**src/rtl/bcd_display_seq_pkg.sv**
```systemverilog
// Purpose: shared 7-segment code constants, FSM state type and a digit-to-segment helper.
// Latency: none (constants and a pure function).
// Backpressure: not applicable.
package bcd_display_seq_pkg;

  // Segment fields are ordered a..g from MSB to LSB and are active-low.
  localparam int SEG_W = 7;

  localparam logic [SEG_W-1:0] SEG_0   = 7'b0000001;
  localparam logic [SEG_W-1:0] SEG_1   = 7'b1001111;
  localparam logic [SEG_W-1:0] SEG_2   = 7'b0010010;
  localparam logic [SEG_W-1:0] SEG_3   = 7'b0000110;
  localparam logic [SEG_W-1:0] SEG_4   = 7'b1001100;
  localparam logic [SEG_W-1:0] SEG_5   = 7'b0100100;
  localparam logic [SEG_W-1:0] SEG_6   = 7'b0100000;
  localparam logic [SEG_W-1:0] SEG_7   = 7'b0001111;
  localparam logic [SEG_W-1:0] SEG_8   = 7'b0000000;
  localparam logic [SEG_W-1:0] SEG_9   = 7'b0000100;
  localparam logic [SEG_W-1:0] SEG_OFF = 7'b1111111;

  typedef enum logic [1:0] {
    ST_IDLE  = 2'd0,
    ST_SHIFT = 2'd1,
    ST_LOAD  = 2'd2
  } state_t;

  // Non-decimal nibbles never reach a display in normal operation; show blank.
  function automatic logic [SEG_W-1:0] seg_of(input logic [3:0] digit);
    case (digit)
      4'd0:    seg_of = SEG_0;
      4'd1:    seg_of = SEG_1;
      4'd2:    seg_of = SEG_2;
      4'd3:    seg_of = SEG_3;
      4'd4:    seg_of = SEG_4;
      4'd5:    seg_of = SEG_5;
      4'd6:    seg_of = SEG_6;
      4'd7:    seg_of = SEG_7;
      4'd8:    seg_of = SEG_8;
      4'd9:    seg_of = SEG_9;
      default: seg_of = SEG_OFF;
    endcase
  endfunction

endpackage

```
**src/rtl/bcd_display_seq_dabble_step.sv**
```systemverilog
// Purpose: double-dabble correction, adds 3 to every BCD digit that is 5 or more.
// Latency: purely combinational.
// Backpressure: none.
module dabble_step #(
  parameter int DIGITS = 6
) (
  input  logic [4*DIGITS-1:0] bcd_i,
  output logic [4*DIGITS-1:0] bcd_o
);

  // Correct each digit so the following left shift carries into the next digit.
  always_comb begin
    bcd_o = bcd_i;
    for (int i = 0; i < DIGITS; i++) begin
      if (bcd_i[4*i +: 4] >= 4'd5) begin
        bcd_o[4*i +: 4] = bcd_i[4*i +: 4] + 4'd3;
      end
    end
  end

endmodule

```
**src/rtl/bcd_display_seq.sv**
```systemverilog
// Purpose: iterative binary-to-BCD conversion (one bit per clock) with registered 7-segment decode.
// Latency: start in cycle T gives done in cycle T+N+1; next start accepted in T+N+2.
// Backpressure: start is only honoured in IDLE; requests while converting are dropped, not queued.
module bcd_display_seq
  import bcd_display_seq_pkg::*;
#(
  parameter int N      = 20,
  parameter int DIGITS = 6,
  parameter int SEG    = 7
) (
  input  logic                  clk,
  input  logic                  rst_n,
  input  logic                  start,
  input  logic [N-1:0]          bin,
  input  logic                  blank_lz,
  output logic                  busy,
  output logic                  done,
  output logic                  overflow,
  output logic [4*DIGITS-1:0]   bcd,
  output logic [DIGITS*SEG-1:0] display
);

  localparam int BW = 4 * DIGITS;
  localparam int CW = $clog2(N + 1);

  state_t               state_q, state_d;
  logic [N-1:0]         shreg_q, shreg_d;
  logic [BW-1:0]        scr_q, scr_d;
  logic [CW-1:0]        cnt_q, cnt_d;
  logic                 blank_q, blank_d;
  logic                 ovf_int_q, ovf_int_d;
  logic                 busy_q, busy_d;
  logic                 done_q, done_d;
  logic                 overflow_q, overflow_d;
  logic [BW-1:0]        bcd_q, bcd_d;
  logic [DIGITS*SEG-1:0] disp_q, disp_d;

  logic [BW-1:0]        scr_adj;
  logic                 shift_out;
  logic [BW-1:0]        shift_scr;
  logic [N-1:0]         shift_sh;
  logic                 ovf_final;
  logic [BW-1:0]        res_bcd;
  logic [DIGITS*SEG-1:0] disp_dec;
  logic [DIGITS:0]      upper_nz;

  dabble_step #(.DIGITS(DIGITS)) u_step (
    .bcd_i (scr_q),
    .bcd_o (scr_adj)
  );

  // One step of the combined {scratch, shreg} left shift; the bit leaving the top digit flags overflow.
  assign {shift_out, shift_scr, shift_sh} = {scr_adj, shreg_q, 1'b0};
  assign ovf_final = ovf_int_q | shift_out;

  // Result as it will look after the final shift; saturate to all nines on overflow.
  assign res_bcd = ovf_final ? {DIGITS{4'h9}} : shift_scr;

  // Per-digit decode; a digit is blanked only if it and every digit above it are zero.
  assign upper_nz[DIGITS] = 1'b0;
  for (genvar i = 0; i < DIGITS; i++) begin : g_dig
    logic [3:0] dig;
    logic       show;
    assign dig         = res_bcd[4*i +: 4];
    assign upper_nz[i] = upper_nz[i+1] | (dig != 4'd0);
    assign show        = (i == 0) || upper_nz[i] || !blank_q || ovf_final;
    assign disp_dec[SEG*i +: SEG] = show ? SEG'(seg_of(dig)) : {SEG{1'b1}};
  end

  // FSM state register.
  always_ff @(posedge clk or negedge rst_n) begin
    if (!rst_n) begin
      state_q <= ST_IDLE;
    end else begin
      state_q <= state_d;
    end
  end

  // Next state and datapath next values. Outputs are captured on the edge that
  // enters LOAD so that done and the new results are visible together in LOAD.
  always_comb begin
    state_d    = state_q;
    shreg_d    = shreg_q;
    scr_d      = scr_q;
    cnt_d      = cnt_q;
    blank_d    = blank_q;
    ovf_int_d  = ovf_int_q;
    busy_d     = busy_q;
    done_d     = 1'b0;
    overflow_d = overflow_q;
    bcd_d      = bcd_q;
    disp_d     = disp_q;
    case (state_q)
      ST_IDLE: begin
        if (start) begin
          state_d   = ST_SHIFT;
          shreg_d   = bin;
          blank_d   = blank_lz;
          scr_d     = '0;
          ovf_int_d = 1'b0;
          cnt_d     = CW'(N);
          busy_d    = 1'b1;
        end
      end
      ST_SHIFT: begin
        shreg_d   = shift_sh;
        scr_d     = shift_scr;
        ovf_int_d = ovf_final;
        cnt_d     = cnt_q - CW'(1);
        if (cnt_q == CW'(1)) begin
          state_d    = ST_LOAD;
          bcd_d      = res_bcd;
          disp_d     = disp_dec;
          overflow_d = ovf_final;
          done_d     = 1'b1;
          busy_d     = 1'b0;
        end
      end
      ST_LOAD: begin
        state_d = ST_IDLE;
      end
      default: begin
        state_d = ST_IDLE;
      end
    endcase
  end

  // Datapath and output registers.
  always_ff @(posedge clk or negedge rst_n) begin
    if (!rst_n) begin
      shreg_q    <= '0;
      scr_q      <= '0;
      cnt_q      <= '0;
      blank_q    <= 1'b0;
      ovf_int_q  <= 1'b0;
      busy_q     <= 1'b0;
      done_q     <= 1'b0;
      overflow_q <= 1'b0;
      bcd_q      <= '0;
      disp_q     <= '1;
    end else begin
      shreg_q    <= shreg_d;
      scr_q      <= scr_d;
      cnt_q      <= cnt_d;
      blank_q    <= blank_d;
      ovf_int_q  <= ovf_int_d;
      busy_q     <= busy_d;
      done_q     <= done_d;
      overflow_q <= overflow_d;
      bcd_q      <= bcd_d;
      disp_q     <= disp_d;
    end
  end

  assign busy     = busy_q;
  assign done     = done_q;
  assign overflow = overflow_q;
  assign bcd      = bcd_q;
  assign display  = disp_q;

endmodule

```
**config.mk**
```make
export PLATFORM = sky130hd
export DESIGN_NAME = bcd_display_seq
export DESIGN_NICKNAME = d
export VERILOG_FILES = /design/src/rtl/bcd_display_seq_pkg.sv /design/src/rtl/bcd_display_seq_dabble_step.sv /design/src/rtl/bcd_display_seq.sv
export SDC_FILE = /design/constraint.sdc
export NUM_CORES = 1
export LEC_CHECK = 0
export CAP_MARGIN = 20
export CORE_ASPECT_RATIO = 0.9
export CORE_MARGIN = 4
export CORE_UTILIZATION = 40
export CTS_CLUSTER_SIZE = 28
export DETAILED_ROUTE_END_ITERATION = 10
export PLACE_DENSITY = 0.75
export SLEW_MARGIN = 20
export SYNTH_ARGS = -nofsm -noshare
export SYNTH_HDL_FRONTEND = slang
export SYNTH_SLANG_ARGS = --single-unit
```
**constraint.sdc**
```tcl
create_clock -name clk -period 3.25 [get_ports clk]
set_clock_uncertainty 0.2 [all_clocks]
set_input_delay 0.65 -clock clk [delete_from_list [all_inputs] [get_ports clk]]
set_output_delay 0.65 -clock clk [all_outputs]
set_load 0.05 [all_outputs]
```
=== Word-level counts from Yosys, hierarchy flattened ===
Memory sizes are Yosys's and may differ from the RTL's. A register that Yosys moved wholly into a read port is not among the register bits.
Index checks and enable logic that the tools add are counted.

* Flip-flop bits (word level): 122
* Output and inout bits: 69
* Input bits: 24
* Memories: 6
* Logic and storage cells: 91
* Bits in read-only memories: 672

{| class="wikitable"
|+ Memory list
! name !! words !! width !! rd ports !! clocked after Yosys merged registers in !! write ports !! line !! RTL
|-
| (name not given) || 16 || 7 || 1 || 0 || 0 || bcd_display_seq_pkg.sv:29 || <nowiki>case (digit)</nowiki>
|-
| (name not given) || 16 || 7 || 1 || 0 || 0 || bcd_display_seq_pkg.sv:29 ||
|-
| (name not given) || 16 || 7 || 1 || 0 || 0 || bcd_display_seq_pkg.sv:29 ||
|-
| (name not given) || 16 || 7 || 1 || 0 || 0 || bcd_display_seq_pkg.sv:29 ||
|-
| (name not given) || 16 || 7 || 1 || 0 || 0 || bcd_display_seq_pkg.sv:29 ||
|-
| (name not given) || 16 || 7 || 1 || 1 || 0 || bcd_display_seq_pkg.sv:29 ||
|}

* Muxes and demuxes: 28
* Magnitude comparators: 6
* $add $sub $neg: 7
* Equal/unequal tests: 4
* Bitwise operators: 5
* Reduce and logical (&&, ||, !) cells: 24

{| class="wikitable"
|+ Operator list
! cell !! number
|-
| $mux W24 || 2
|-
| $pmux W24 S2 || 1
|-
| $pmux W20 S2 || 1
|-
| $mux W7 || 5
|-
| $add A4 B2 Y4 const B || 6
|-
| $ge A4 B3 Y1 const B || 6
|-
| $mux W4 || 6
|-
| $mux W20 || 1
|-
| $reduce_bool A4 Y1 || 5
|-
| $logic_or A1 B1 Y1 || 10
|-
| $pmux W5 S2 || 1
|-
| $reduce_and A2 Y1 || 4
|-
| $eq A5 B1 Y1 const B || 1
|-
| $mux W1 || 5
|-
| $mux W5 || 1
|-
| $or A1 B1 Y1 || 5
|-
| $sub A5 B1 Y5 const B || 1
|-
| $mux W2 || 2
|-
| $ne A2 B2 Y1 const B || 2
|-
| $pmux W1 S2 || 2
|-
| $pmux W2 S2 || 1
|-
| $reduce_and A3 Y1 || 1
|-
| $eq A2 B1 Y1 const B || 1
|-
| $logic_not A1 Y1 || 2
|-
| 2 further kinds || 2
|}

=== Longest topological paths before layout ===
* Word-level depth: 12
* Gate-level depth with buffers: 13

=== By module ===
Synthesis repeated with hierarchy kept, for this count alone.

* Cell total of the unflattened synthesis: 693
* Area total of the unflattened synthesis: 6448.7 um^2

{| class="wikitable"
|+ By module, submodules not included
! module !! instances !! cells each !! area an instance (um^2)
|-
| bcd_display_seq || 1 || 597 || 5840.6
|-
| dabble_step || 1 || 96 || 608.1
|}

=== Worst setup path after synthesis ===
No wires, ideal clock.

* Path type: register to register
* Start: register scr_q[20]
* End: register disp_q[8], in the netlist display[8]
* Slack: 91 ps
* Arrival time: 2870 ps
* Stages on the path, launching flop included: 13
* Required time: 2961 ps
* Clock period less this slack: 3159 ps
* Cells stage by stage: dfrtp_1 inv_1 ha_1 nor2b_1 nor3_1 nor2_1 clkbuf_1 and2_1 ha_1 o2111ai_1 nor4_4 a311oi_4 a211oi_1

* Longest elaborated chain between the ends: 12

{| class="wikitable"
|+ RTL lines
! what !! line !! RTL
|-
| from (decl) || bcd_display_seq.sv:28 || <nowiki>logic [BW-1:0] scr_q, scr_d;</nowiki>
|-
| from (signal assigned) || bcd_display_seq.sv:143 || <nowiki>scr_q <= scr_d;</nowiki>
|-
| $add A4 B2 Y4 / $ge A4 B3 Y1 (equally long branches) || bcd_display_seq_dabble_step.sv:16, bcd_display_seq_dabble_step.sv:15 ||
|-
| $mux W4 * || bcd_display_seq_dabble_step.sv:15 || <nowiki>if (bcd_i[4*i +: 4] >= 4'd5) begin</nowiki>
|-
| $or A1 B1 Y1 || bcd_display_seq.sv:54 || <nowiki>assign ovf_final = ovf_int_q | shift_out;</nowiki>
|-
| $mux W24 || bcd_display_seq.sv:57 || <nowiki>assign res_bcd = ovf_final ? {DIGITS{4'h9}} : shift_scr;</nowiki>
|-
| $reduce_bool A4 Y1 || bcd_display_seq.sv:65 || <nowiki>assign upper_nz[i] = upper_nz[i+1] | (dig != 4'd0);</nowiki>
|-
| $or A1 B1 Y1 (4 in series) || bcd_display_seq.sv:65 ||
|-
| $logic_or A1 B1 Y1 (2 in series) || bcd_display_seq.sv:66 || <nowiki>assign show = (i == 0) || upper_nz[i] || !blank_q || ovf_final;</nowiki>
|-
| $mux W7 * || bcd_display_seq.sv:67 || <nowiki>assign disp_dec[SEG*i +: SEG] = show ? SEG'(seg_of(dig)) : {SEG{1'b1}};</nowiki>
|-
| to (signal assigned) || bcd_display_seq.sv:151 || <nowiki>disp_q <= disp_d;</nowiki>
|-
| to (decl) || bcd_display_seq.sv:36 || <nowiki>logic [DIGITS*SEG-1:0] disp_q, disp_d;</nowiki>
|}

Every way passes the cells marked *; elsewhere a longest branch is shown, timed or not.
A chain may end at the register's enable or synchronous reset.

=== Worst setup path in the final report ===
* Start: register scr_q[4]
* End: register disp_q[10], in the netlist display[10]

* Longest elaborated chain between the ends: 9

{| class="wikitable"
|+ RTL lines
! what !! line
|-
| $add A4 B2 Y4 / $ge A4 B3 Y1 (equally long branches) || bcd_display_seq_dabble_step.sv:16, bcd_display_seq_dabble_step.sv:15
|-
| $mux W4 * || bcd_display_seq_dabble_step.sv:15
|-
| $mux W24 * || bcd_display_seq.sv:57
|-
| $reduce_bool A4 Y1 || bcd_display_seq.sv:65
|-
| $or A1 B1 Y1 (2 in series) || bcd_display_seq.sv:65
|-
| $logic_or A1 B1 Y1 (2 in series) || bcd_display_seq.sv:66
|-
| $mux W7 * || bcd_display_seq.sv:67
|}

Marked as above.

==> summary.md <==
| Metric | Value |
|---|---|
| Hold Path Class | `reg -> reg` |
| FP Rows | `44` |
| Static Leak | `3.58 nW` |
| Fraction of layout cells with a size suffix above 1 | `between 10% and 20%` |
| DP Cell Count | `about 1000` |
| Endpoints failing setup | `0` |
| Power consumption | `around 10 mW` |
| Flops & latches, synth | `roughly 120` |
| EDFF count, synth | `0` |
| Share of synthesized registers carrying an async set or reset | `100%` |
| Global Route Usage Sum | `about 18%` |
| Syn avg cell area | `around 9.4 um^2` |
| Worst-margin pin slew | `between 0.7 and 0.8 ns` |
| RSZ-0062 raised after global routing | `false` |
| Initial Util | `41.1%` |
| Core region area | `0.0163 mm^2` |
| Period utilisation layout | `94.0%` |
| Layout net count | `879` |
| Final cell count without fillers | `a little over 1000` |
| Post-CTS setup buffer count | `0` |
| CTS tree | `done` |
| RD Place Congestion | `0.887` |
| YS warnings | `0` |
| PD cells | `around 1200 mW/mm^2` |
| Post-synth top area share | `29.9%` |
| Syn nets | `between 700 and 800` |
| Worst Reg-to-Reg Cells | `10` |
| Top FF cell, synth | `dfrtp_1` |
| CP max-delay cell | `dfrtp_1` |
| Post-synth top area cell | `dfrtp_1` |
| H-tree depth | `4` |
| Critical Path AT | `roughly 3.2 ns` |
| Crit-path max cell delay | `around 0.43 ns` |
| Worst hold path stage count | `2` |
| Largest net degree at the start of global routing | `66` |
| Num CTS Buffers | `17` |
| Final Max Slew Viols | `0` |
| GRT overflow | `0` |
| Synth cell types | `60` |
| Mapped cell area | `0.00670 mm^2` |
| Clock Tree Buf Depth | `2` |
| Drt total wl | `roughly 16000 um` |
| Worst slew margin | `52.2%` |
| Final TNS setup | `0 ns` |
| Fmax | `between 300 and 400 MHz` |
| # clock sinks | `between 100 and 150` |
| Max-capacitance violation count | `0` |
| CP Cell Sequence | `inv_1 > ha_1 > nor2b_1 > o21ai_0 > or2_2 > or2_2 > ha_1 > a21boi_1 > a311oi_4 > a31oi_1` |
| Crit end category | `flop` |
| Final-report hold violation count | `0` |
| Antenna violations before repair | `0` |
| Worst-Skew Late Latency | `0.41 ns` |
| Port Buffers | `92` |
| Max FO, Critical Path | `6` |
| Final Critical Period | `about 3 ns` |
| Crit Path Category | `reg -> reg` |
| Max IR drop VDD | `roughly 0.00052 V` |
| Per-cell routed wire length | `15.9 um` |
| Synth area leaders | `dfrtp_1 30%, dfstp_2 16%, ha_1 7.3%` |
| Ant. Diodes | `0` |
| Clock root cell | `clkbuf_16` |
| IO Count | `a little over 90` |
| Req. time, crit path | `approximately 3.4 ns` |
| Outcome | `finished clean` |
| WHS | `0.278 ns` |
| Synthesized instance count | `716` |
| 1st-pass router iterations | `7` |
| Delay-heaviest family, CP | `simple AND/OR/NAND/NOR gates` |
| Initial DRC count | `390` |
| Post-DP HPWL | `11300 um` |
| First-pass GRT wire length | `roughly 27000 um` |
| Die W | `~140 um` |
| Vias | `approximately 5600` |
| ANT nets after route | `0` |
| Die Span Y | `between 100 and 150 um` |
| Clock-pin transition on the worst setup and hold timing paths | `approximately 0.06 ns` |
| Drt drc | `0` |
| Routed vias/inst | `roughly 5.4` |
| Critical path depth | `10` |
| Crit path launch type | `flop` |
| Die Area | `between 0.015 and 0.02 mm^2` |
| Vias in the first global route | `5346` |
| P&R area growth vs syn | `27.4%` |
| Seq/Total Area, Yosys | `a little under half` |
| Crit path buf inv count | `1` |
## cell usage in the layout, fill, tap and decap left out, types with 3 or more instances in the layout
| master | netlist | final |
|---|---|---|
| and3_1 | 5 | 5 |
| o21a_1 | 4 | 4 |
| xnor2_1 | 6 | 6 |
| and2_1 | 5 | 5 |
| buf_4 | 0 | 26 |
| o31ai_1 | 4 | 4 |
| o22a_1 | 15 | 15 |
| a31oi_1 | 5 | 5 |
| a211oi_1 | 14 | 14 |
| nor2_1 | 37 | 36 |
| nand2_1 | 89 | 87 |
| ha_1 | 39 | 39 |
| a21oi_2 | 7 | 8 |
| or2_2 | 8 | 8 |
| o21ai_0 | 79 | 78 |
| clkinv_2 | 0 | 4 |
| a22oi_1 | 19 | 19 |
| inv_1 | 33 | 33 |
| dfrtp_1 | 80 | 80 |
| o211ai_1 | 8 | 8 |
| nand2b_1 | 11 | 11 |
| mux2i_1 | 10 | 10 |
| clkinv_4 | 0 | 3 |
| nor3b_1 | 6 | 6 |
| nor2b_1 | 26 | 25 |
| o21bai_1 | 3 | 3 |
| a21oi_1 | 49 | 48 |
| dfstp_2 | 42 | 42 |
| nor3_1 | 12 | 11 |
| clkdlybuf4s50_1 | 0 | 91 |
| a311oi_1 | 3 | 3 |
| nand3_1 | 14 | 14 |
| clkbuf_16 | 0 | 17 |
| o22ai_1 | 12 | 12 |
| clkinvlp_4 | 0 | 3 |
## kinds of logic after synthesis
kind of cell | after synthesis | share of synthesized area (%)
AO/OA/AOI/OAI | 240 | 23.0
multiplexers | 13 | 2.05
AND/OR/NAND/NOR | 223 | 16.2
flip-flops | 122 | 46.3
XOR/XNOR | 7 | 0.915
buffers and inverters | 72 | 4.16
adder cells (fa/ha/maj) | 39 | 7.28
## registers in the layout (all words and copies together) (netlist names)
signal,flops
display,42
scr_q,24
shreg_q,20
overflow,1
done,1
state_q,2
ovf_int_q,1
blank_q,1
busy,1
bcd,24
cnt_q,5
## metal layers
| layer | GRT usage (%) | vias up | share of wire (%) |
|---|---|---|---|
| met5 | 0 | - | 0 |
| met3 | 4.55 | 23 | 6.1 |
| met4 | 5.49 | 0 | 1.5 |
| met1 | 24.0 | 2686 | 46 |
| met2 | 28.5 | 157 | 47 |
| li1 | - | 2738 | - |
## layout make-up
type	count	area [um^2]
repair buffers	119	1140
clock inverters	11	98.8
flip-flops and latches	122	3110
well taps	207	259
inverters	34	128
multi-input cells	522	3350
clock buffers	21	460
fillers	1487	7760
## power by group
group          internal, mW  total [mW]  switching (mW)  leakage [nW]
combinational          2.03        5.63            3.60          1.85
clock                  1.09        1.77           0.687         0.269
sequential             2.35        2.86           0.509          1.46
total                  5.47        10.3            4.79          3.58
## synth_stat cells (6+ instances only)
library cell,number
a211oi_1,14
a21oi_1,49
a21oi_2,7
a22oi_1,19
clkbuf_1,34
dfrtp_1,80
dfstp_2,42
ha_1,39
inv_1,33
mux2i_1,10
nand2_1,89
nand2b_1,11
nand3_1,14
nor2_1,37
nor2b_1,26
nor3_1,12
nor3b_1,6
o211ai_1,8
o21ai_0,79
o22a_1,15
o22ai_1,12
or2_2,8
xnor2_1,6
## metrics by stage
stage	util (%)	instance area, um^2	worst slack (ns)
6_report	52.4	8540	0.196
5_1_grt	52.4	8540	0.00219
4_1_cts	52.2	8510	0.0270
3_5_place_dp	48.7	7940	-0.0444
3_3_place_gp	48.7	7940	0.0230
2_1_floorplan	-	6700	0.0908
## worst register-to-register path: cells and delay by family, from the launching register on
| kind | cells | cell delay [ns] |
|---|---|---|
| compound gates | 4 | 0.81 |
| fa+ha+maj | 2 | 0.49 |
| buf+inv | 1 | 0.10 |
| flops | 1 | 0.43 |
| simple gates | 3 | 0.95 |
## final timing paths
path / slack, ns / from / end
hold / removal: 0.28 / bcd[10] / bcd[10]
setup reg to reg: 0.20 / scr_q[4] / display[10]
min in group asynchronous: 0.48 / rst_n / bcd[8]
setup / recovery: 0.20 / scr_q[4] / display[10]
max in group asynchronous: 1.60 / rst_n / display[36]
hold reg to reg: 0.28 / bcd[10] / bcd[10]
## timing repair
action	in CTS	in global routing
gates resized for setup	1	9
endpoints found under the hold margin	13	0
setup endpoints to repair	4	25
pin swaps	0	1
hold buffers	1	0
Power figures use the tool's default switching activity.
